**src/rtl/frame_scheduler_if.sv**
```systemverilog
// Handshake bundle between the frame scheduler and its environment.
// The slave modport is the scheduler's view; master is the driver/monitor view.
interface frame_scheduler_if;
  logic        vsync;
  logic        enable;
  logic        update_done;
  logic        err_clr;
  logic        update_start;
  logic        commit;
  logic        busy;
  logic        overrun;
  logic        timeout_err;
  logic [15:0] frame_cnt;

  modport master (
    output vsync, enable, update_done, err_clr,
    input  update_start, commit, busy, overrun, timeout_err, frame_cnt
  );

  modport slave (
    input  vsync, enable, update_done, err_clr,
    output update_start, commit, busy, overrun, timeout_err, frame_cnt
  );
endinterface

```
**src/rtl/frame_scheduler.sv**
```systemverilog
// Frame scheduler: turns vsync frame starts into periodic game-update
// requests, waits for completion and issues a one-cycle commit. Overruns
// (frame start while a sequence is in flight) and update timeouts are
// reported through sticky flags.
module frame_scheduler #(
  parameter bit          VSYNC_ACTIVE_LOW = 1'b1,
  parameter int unsigned FRAME_DIV        = 1,
  parameter int unsigned TIMEOUT_CYCLES   = 1000000
) (
  input  logic            clk,
  input  logic            rst,
  frame_scheduler_if.slave bus
);

  localparam int unsigned TW         = $clog2(TIMEOUT_CYCLES);
  localparam logic [TW-1:0] TMAX     = TW'(TIMEOUT_CYCLES - 1);
  localparam logic [7:0]  DIV_RELOAD = 8'(FRAME_DIV - 1);
  localparam logic        INACT      = VSYNC_ACTIVE_LOW;

  typedef enum logic [1:0] {S_IDLE, S_START, S_WAIT, S_COMMIT} state_t;

  state_t        r_state, w_state_nxt;
  logic          r_sync1, r_sync2, r_sync3;
  logic [7:0]    r_div, w_div_nxt;
  logic [TW-1:0] r_timer, w_timer_nxt;
  logic [15:0]   r_frame_cnt, w_cnt_nxt;
  logic          r_overrun, r_timeout_err;
  logic          w_act_now, w_act_prev, w_frame_tick;
  logic          w_set_ovr, w_set_to;
  logic          w_update_start, w_commit, w_busy;

  // Synchronizer plus one history flop for edge detection, preset inactive.
  always_ff @(posedge clk) begin
    if (rst) begin
      r_sync1 <= INACT;
      r_sync2 <= INACT;
      r_sync3 <= INACT;
    end else begin
      r_sync1 <= bus.vsync;
      r_sync2 <= r_sync1;
      r_sync3 <= r_sync2;
    end
  end

  assign w_act_now    = r_sync2 ^ VSYNC_ACTIVE_LOW;
  assign w_act_prev   = r_sync3 ^ VSYNC_ACTIVE_LOW;
  assign w_frame_tick = w_act_now & ~w_act_prev;

  // State, divider, timer, counter and sticky error registers.
  always_ff @(posedge clk) begin
    if (rst) begin
      r_state       <= S_IDLE;
      r_div         <= DIV_RELOAD;
      r_timer       <= '0;
      r_frame_cnt   <= '0;
      r_overrun     <= 1'b0;
      r_timeout_err <= 1'b0;
    end else begin
      r_state       <= w_state_nxt;
      r_div         <= w_div_nxt;
      r_timer       <= w_timer_nxt;
      r_frame_cnt   <= w_cnt_nxt;
      r_overrun     <= w_set_ovr | (r_overrun & ~bus.err_clr);
      r_timeout_err <= w_set_to  | (r_timeout_err & ~bus.err_clr);
    end
  end

  // Next-state and Moore outputs; a tick outside IDLE is dropped as an overrun.
  always_comb begin
    w_state_nxt    = r_state;
    w_div_nxt      = r_div;
    w_timer_nxt    = r_timer;
    w_cnt_nxt      = r_frame_cnt;
    w_set_to       = 1'b0;
    w_update_start = 1'b0;
    w_commit       = 1'b0;
    w_busy         = 1'b0;
    w_set_ovr      = w_frame_tick & (r_state != S_IDLE);
    case (r_state)
      S_IDLE: begin
        if (w_frame_tick && bus.enable) begin
          if (r_div == '0) begin
            w_div_nxt   = DIV_RELOAD;
            w_state_nxt = S_START;
          end else begin
            w_div_nxt   = r_div - 8'd1;
          end
        end
      end
      S_START: begin
        w_update_start = 1'b1;
        w_busy         = 1'b1;
        w_timer_nxt    = '0;
        w_state_nxt    = S_WAIT;
      end
      S_WAIT: begin
        w_busy      = 1'b1;
        w_timer_nxt = r_timer + TW'(1);
        if (bus.update_done) begin
          w_state_nxt = S_COMMIT;
        end else if (r_timer == TMAX) begin
          w_set_to    = 1'b1;
          w_state_nxt = S_IDLE;
        end
      end
      S_COMMIT: begin
        w_commit    = 1'b1;
        w_busy      = 1'b1;
        w_cnt_nxt   = r_frame_cnt + 16'd1;
        w_state_nxt = S_IDLE;
      end
      default: w_state_nxt = S_IDLE;
    endcase
  end

  assign bus.update_start = w_update_start;
  assign bus.commit       = w_commit;
  assign bus.busy         = w_busy;
  assign bus.overrun      = r_overrun;
  assign bus.timeout_err  = r_timeout_err;
  assign bus.frame_cnt    = r_frame_cnt;

endmodule
```
**src/flat_wrapper.sv**
```systemverilog
// flat-port wrapper written by rule: the top's interface ports become plain ports
module frame_scheduler_flat 
#(
  parameter bit          VSYNC_ACTIVE_LOW = 1'b1,
  parameter int unsigned FRAME_DIV        = 1,
  parameter int unsigned TIMEOUT_CYCLES   = 1000000
)
  (clk, rst, bus_vsync, bus_enable, bus_update_done, bus_err_clr, bus_update_start, bus_commit, bus_busy, bus_overrun, bus_timeout_err, bus_frame_cnt);
  frame_scheduler_if bus_i ();
  input  logic clk;
  input  logic rst;
  input wire logic [$bits(bus_i.vsync)-1:0] bus_vsync;
  input wire logic [$bits(bus_i.enable)-1:0] bus_enable;
  input wire logic [$bits(bus_i.update_done)-1:0] bus_update_done;
  input wire logic [$bits(bus_i.err_clr)-1:0] bus_err_clr;
  output wire logic [$bits(bus_i.update_start)-1:0] bus_update_start;
  output wire logic [$bits(bus_i.commit)-1:0] bus_commit;
  output wire logic [$bits(bus_i.busy)-1:0] bus_busy;
  output wire logic [$bits(bus_i.overrun)-1:0] bus_overrun;
  output wire logic [$bits(bus_i.timeout_err)-1:0] bus_timeout_err;
  output wire logic [$bits(bus_i.frame_cnt)-1:0] bus_frame_cnt;
  assign bus_i.vsync = bus_vsync;
  assign bus_i.enable = bus_enable;
  assign bus_i.update_done = bus_update_done;
  assign bus_i.err_clr = bus_err_clr;
  assign bus_update_start = bus_i.update_start;
  assign bus_commit = bus_i.commit;
  assign bus_busy = bus_i.busy;
  assign bus_overrun = bus_i.overrun;
  assign bus_timeout_err = bus_i.timeout_err;
  assign bus_frame_cnt = bus_i.frame_cnt;
  frame_scheduler #(.VSYNC_ACTIVE_LOW(VSYNC_ACTIVE_LOW), .FRAME_DIV(FRAME_DIV), .TIMEOUT_CYCLES(TIMEOUT_CYCLES)) u_core (.clk(clk), .rst(rst), .bus(bus_i));
endmodule
```
**config.mk**
```make
export PLATFORM = sky130hd
export DESIGN_NAME = frame_scheduler_flat
export DESIGN_NICKNAME = d
export VERILOG_FILES = /design/src/rtl/frame_scheduler_if.sv /design/src/rtl/frame_scheduler.sv /design/src/flat_wrapper.sv
export SDC_FILE = /design/constraint.sdc
export NUM_CORES = 1
export LEC_CHECK = 0
export ABC_CLOCK_PERIOD_IN_PS = 2000
export CAP_MARGIN = 5
export CORE_ASPECT_RATIO = 1.25
export CORE_MARGIN = 2
export CORE_UTILIZATION = 48
export DETAILED_ROUTE_END_ITERATION = 6
export GPL_TIMING_DRIVEN = 1
export PLACE_DENSITY = 0.66
export SYNTH_ARGS = -nofsm -noshare
export SYNTH_HDL_FRONTEND = slang
export SYNTH_SLANG_ARGS = --single-unit
```
**constraint.sdc**
```tcl
create_clock -name clk -period 2 [get_ports clk]
set_input_delay 0.3 -clock clk [delete_from_list [all_inputs] [get_ports clk]]
set_output_delay 0.3 -clock clk [all_outputs]
set_load 0.03 [all_outputs]
```
; ---- Word-level counts from Yosys, hierarchy flattened
; Cells that the tools add are included.
[totals]
register_bits = 51
inputBits = 6
wordCells = 48
[classes]
n_addsub = 3
eq_ne = 7
muxes = 13
n_bitwise = 8
reduce_logical = 8
[ops]
columns = op, count
row1 = 20-bit one-hot mux with 2 select lines, 1
row2 = "20-bit by 1-bit adder with 20-bit output, second input constant", 1
row3 = "20-bit == test, second input constant", 1
row4 = "16-bit by 1-bit adder with 16-bit output, second input constant", 1
row5 = 8-bit zero test, 1
row6 = 2-bit two-way mux, 4
row7 = 8-bit two-way mux, 1
row8 = 2-bit one-hot mux with 4 select lines, 1
row9 = "8-bit by 1-bit subtractor with 8-bit output, second input constant", 1
row10 = 1-bit two-way mux, 6
row11 = 1-bit bitwise AND, 4
row12 = "2-bit == test, second input constant", 2
row13 = "2-bit by 1-bit inequality test with 1-bit output, second input constant", 2
row14 = 2-bit nonzero test, 2
row15 = "3-bit by 2-bit inequality test with 1-bit output, second input constant", 1
row16 = 3-bit AND reduction, 1
row17 = 3-bit OR reduction, 1
row18 = "2-bit by 1-bit == test with 1-bit output, second input constant", 1
row19 = 2-bit zero test, 1
row20 = 1-bit NOT, 2
row21 = 1-bit OR, 2
row22 = 2-bit AND reduction, 1
row23 = 1-bit logical AND, 1

; ---- Logic depth before layout (Yosys ltp)
[logic_depth]
word_depth = 5
mapped_depth = 8

; ---- Worst setup path before layout
; Ideal clock, no wire load.
[synth_path]
kind = flip-flop to flip-flop
startpoint = register u_core.r_state[0]
endpoint = register u_core.r_frame_cnt[7], in the netlist u_core.bus.frame_cnt[7]
arrival_ps = 1764
setup_slack_ps = 108
stages_incl_launch_ff = 8
cell_sequence = dfxtp_1 > ha_1 > and3_1 > and4_1 > clkbuf_1 > and3_1 > xnor2_1 > nor2_1
[synth_via]
elab_chain_len = 1
[synth_lines]
columns = item, line_no
row1 = "start, declared", frame_scheduler.sv:22  ; state_t r_state, w_state_nxt;
row2 = "start signal, assigned", frame_scheduler.sv:59  ; r_state <= w_state_nxt;
row3 = 2-bit == test, frame_scheduler.sv:79  ; case (r_state)
row4 = "end signal, assigned", frame_scheduler.sv:62  ; r_frame_cnt <= w_cnt_nxt;
row5 = "end, declared", frame_scheduler.sv:26  ; logic [15:0] r_frame_cnt, w_cnt_nxt;
; Every way passes these cells.
; A chain may end at the register's enable or synchronous reset.

; ---- Final worst setup path
[layout_path]
startpoint = register u_core.r_state[1]
endpoint = output port bus_update_start
[layout_via]
elab_chain_len = 2
[layout_lines]
columns = item, line_no
row1 = 2-bit by 1-bit == test with 1-bit output, frame_scheduler.sv:79
row2 = 1-bit two-way mux, frame_scheduler.sv:79
row3 = "end, declared", flat_wrapper.sv:16  ; output wire logic [$bits(bus_i.update_start)-1:0] bus_update_start;
; Every way passes these cells.

==> impl_metrics.env <==
export IMPL_status="finished, final reports clean"
export IMPL_synth_top_cell_area_share_pct=44.6
export IMPL_p_sw_share_pct=27.2
export IMPL_required_ns=1.70
export IMPL_layout_nets=307
export IMPL_dieWidth_um=65.8
export IMPL_synthCells=254
export IMPL_clkSinkCount=51
export IMPL_syn_area_mm2=0.00229
export IMPL_total_power_mw=2.24
export IMPL_wl_per_cell_um=12.1
export IMPL_grt_usage_pct=17.5
export IMPL_final_seq_area_mm2=0.00102
export IMPL_postLayoutCellArea_mm2=0.00280
export IMPL_rsz0062_at_grt="false"
export IMPL_hold_class="register to register"
export IMPL_drt_iter0_markers=115
export IMPL_reg2reg_depth=8
export IMPL_multi_input_area_mm2=0.00121
export IMPL_ir_drop_uv=647
export IMPL_drive_gt1_share_pct=9.90
export IMPL_max_slew_worst_pin_slew_ns=0.395
export IMPL_synth_avg_cell_area_um2=9.01
export IMPL_post_dp_cell_area_mm2=0.00268
export IMPL_clk_latency_ns=0.30
export IMPL_yosysMostFrequentCell="dfxtp_1"
export IMPL_post_drt_via_cell_ratio=5.21
export IMPL_std_cell_rows=28
export IMPL_synth_seq_area_share_pct=44.6
export IMPL_post_route_util_pct=60.1
export IMPL_maxSlewViolCount=0
export IMPL_drt_total_wl_mm=4.27
export IMPL_dp_hpwl_mm=3.17
export IMPL_cp_start_kind="register"
export IMPL_hold_buffers=0
export IMPL_dr_pass1_iters=4
export IMPL_synth_edf_count=0
export IMPL_syn2layout_area_growth_pct=22.3
export IMPL_crit_arrival_ns=1.62
export IMPL_p_clk_share_pct=33.0
export IMPL_slew_headroom_pct=73.4
export IMPL_die_h_um=81.2
export IMPL_dp_slack_ns=0.134
export IMPL_ys_types=39
export IMPL_clk_path_buf_depth=2
export IMPL_fin_crit_ns=1.92
export IMPL_num_vias=1838
export IMPL_die_area_mm2=0.00534
export IMPL_grt_max_degree=21
export IMPL_cp_slowest_cell="clkdlybuf4s50_1"
export IMPL_cp_startpoint="u_core.r_state[1]"
export IMPL_ys_async_sr_fraction_pct=0
export IMPL_pwr_share_comb_pct=18.3
export IMPL_setup_violations=0
export IMPL_ioPinCount=27
export IMPL_min_period_over_period_pct=95.8
export IMPL_ant_nets=0
export IMPL_power_internal_mw=1.63
export IMPL_cts_buffers=5
export IMPL_antenna_found_initial=0
export IMPL_synth_ff_latch_count=51
export IMPL_overflow=0
export IMPL_post_cts_buffers=0
export IMPL_cts_tree="done"
export IMPL_grt_pass1_vias=1660
export IMPL_holdPathStages=1
export IMPL_coreArea_mm2=0.00466
export IMPL_end_kind="output pin"
export IMPL_drcViolationCount=0
export IMPL_io_buffers=26
export IMPL_synth_warnings=0
export IMPL_n_fill_cell=436
export IMPL_powerDensity_mw_per_mm2=801
export IMPL_p_switching_mw=0.610
export IMPL_path_class="register to output pin"
export IMPL_worst_clock_skew_ns=0.00408
export IMPL_synth_net_count=269
export IMPL_gp_congestion=0.798
export IMPL_clk_pin_slew_ns=0.09
export IMPL_htree_num_levels=2
export IMPL_synth_main_ff_cell="dfxtp_1"
export IMPL_cts_root_buf="clkbuf_8"
export IMPL_initial_utilization_pct=49.1
export IMPL_cp_max_fo=5
export IMPL_antenna_cells=0
export IMPL_finalHoldViolCount=0
export IMPL_drv_cap=0
export IMPL_p_leak_nw=1.07
export IMPL_slowest_delay_ns=0.66
export IMPL_synth_largest_area_cell="dfxtp_1"
export IMPL_r2r_start="u_core.r_state[1]"
export IMPL_setup_tns_ns=0
export IMPL_fmax_mhz=522
export IMPL_synth_commonest_cells="dfxtp_1, nor2_1, xor2_1"
export IMPL_holdCritStartpoint="u_core.r_sync1"
export IMPL_cts_resized=1
export IMPL_setup_ws_ns=0.0833
export IMPL_synthTopCellsByArea="dfxtp_1, xor2_1, nor2_1, ha_1, xnor2_1"
export IMPL_cp_cell_sequence="inv_1 > ha_1 > clkdlybuf4s50_1"
export IMPL_seqPwrFrac_pct=48.7
export IMPL_grt_pass1_wl_mm=7.24
-- area by class of cell --
class,instances,area share [%]
Inverter,9,1.21
Clock inverter,2,1.25
Timing Repair Buffer,37,12.2
Sequential cell,51,36.5
Multi-Input combinational cell,188,43.2
Tap cell,60,2.68
Clock buffer,6,2.95
-- layer usage --
| layer | vias to the layer above | track usage (%) | share of wire (%) |
|---|---|---|---|
| li1 | 934 | - | - |
| met1 | 878 | 19.6 | 42 |
| met2 | 21 | 32.7 | 54 |
| met3 | 5 | 4.16 | 2.8 |
| met4 | 0 | 5.00 | 1.1 |
| met5 | - | 0 | 0 |
-- worst paths after layout --
path                                           end  slack (ns)
worst max register to register  u_core.r_timer[11]        0.17
worst min-delay path                u_core.r_sync2        0.41
worst min register to register      u_core.r_sync2        0.41
worst max-delay path              bus_update_start        0.08
-- cells by family (layout without fill, tap and decap cells) --
| logic type | Yosys count | count (layout) | synth area share, % |
|---|---|---|---|
| buf+inv | 15 | 54 | 2.51 |
| fa+ha+maj | 9 | 9 | 4.92 |
| xor+xnor | 37 | 37 | 14.2 |
| compound gates | 17 | 17 | 5.36 |
| mux | 2 | 2 | 0.874 |
| simple gates | 123 | 123 | 27.6 |
| flops | 51 | 51 | 44.6 |
-- sequential cells by signal, indices dropped and copies added, names as in the netlist --
register,flops
u_core.r_div,8
u_core.r_timer,20
u_core.bus.timeout_err,1
u_core.bus.frame_cnt,16
u_core.r_sync2,1
u_core.r_state,2
u_core.bus.overrun,1
u_core.r_sync3,1
u_core.r_sync1,1
-- power by group through the flow --
| stage | combinational [mW] | clock [mW] | sequential [mW] |
|---|---|---|---|
| after global routing | 0.463 | 0.799 | 1.10 |
| after CTS | 0.415 | 0.757 | 1.09 |
| after global placement | 0.412 | 0 | 1.11 |
| final | 0.410 | 0.740 | 1.09 |
| after floorplan | 0.288 | 0 | 1.11 |
| after detailed placement | 0.422 | 0 | 1.12 |
-- per-stage QoR --
stage	instances	hold slack, ns
final	353	0.414
after global routing	353	0.435
after CTS	353	0.420
after detailed placement	345	0.398
after global placement	345	0.394
after floorplan	254	0.389
-- layout by cell type (no fill, tap or decap), types with 2 or more instances in the layout --
cell type	netlist	final
dfxtp_1	51	50
nor2_1	49	49
xor2_1	26	26
clkdlybuf4s50_1	0	25
nand2_1	18	18
nand3_1	12	12
xnor2_1	11	11
buf_4	0	11
nand4_1	10	10
inv_1	9	9
ha_1	9	9
and3_1	7	7
and4_1	6	6
a21oi_1	6	6
clkbuf_8	0	6
nor4_1	3	3
or2_2	3	3
nand3b_1	2	2
o21ai_0	3	2
or3_1	2	2
mux2i_1	2	2
-- critical path: cells and delay by family (launching register included) --
kind                       cells  cell delay [ns]
DFF                            1             0.34
buffers and inverters          2             0.80
adders and majority gates      1             0.17
No activity file was read; power rests on OpenSTA's default activity.
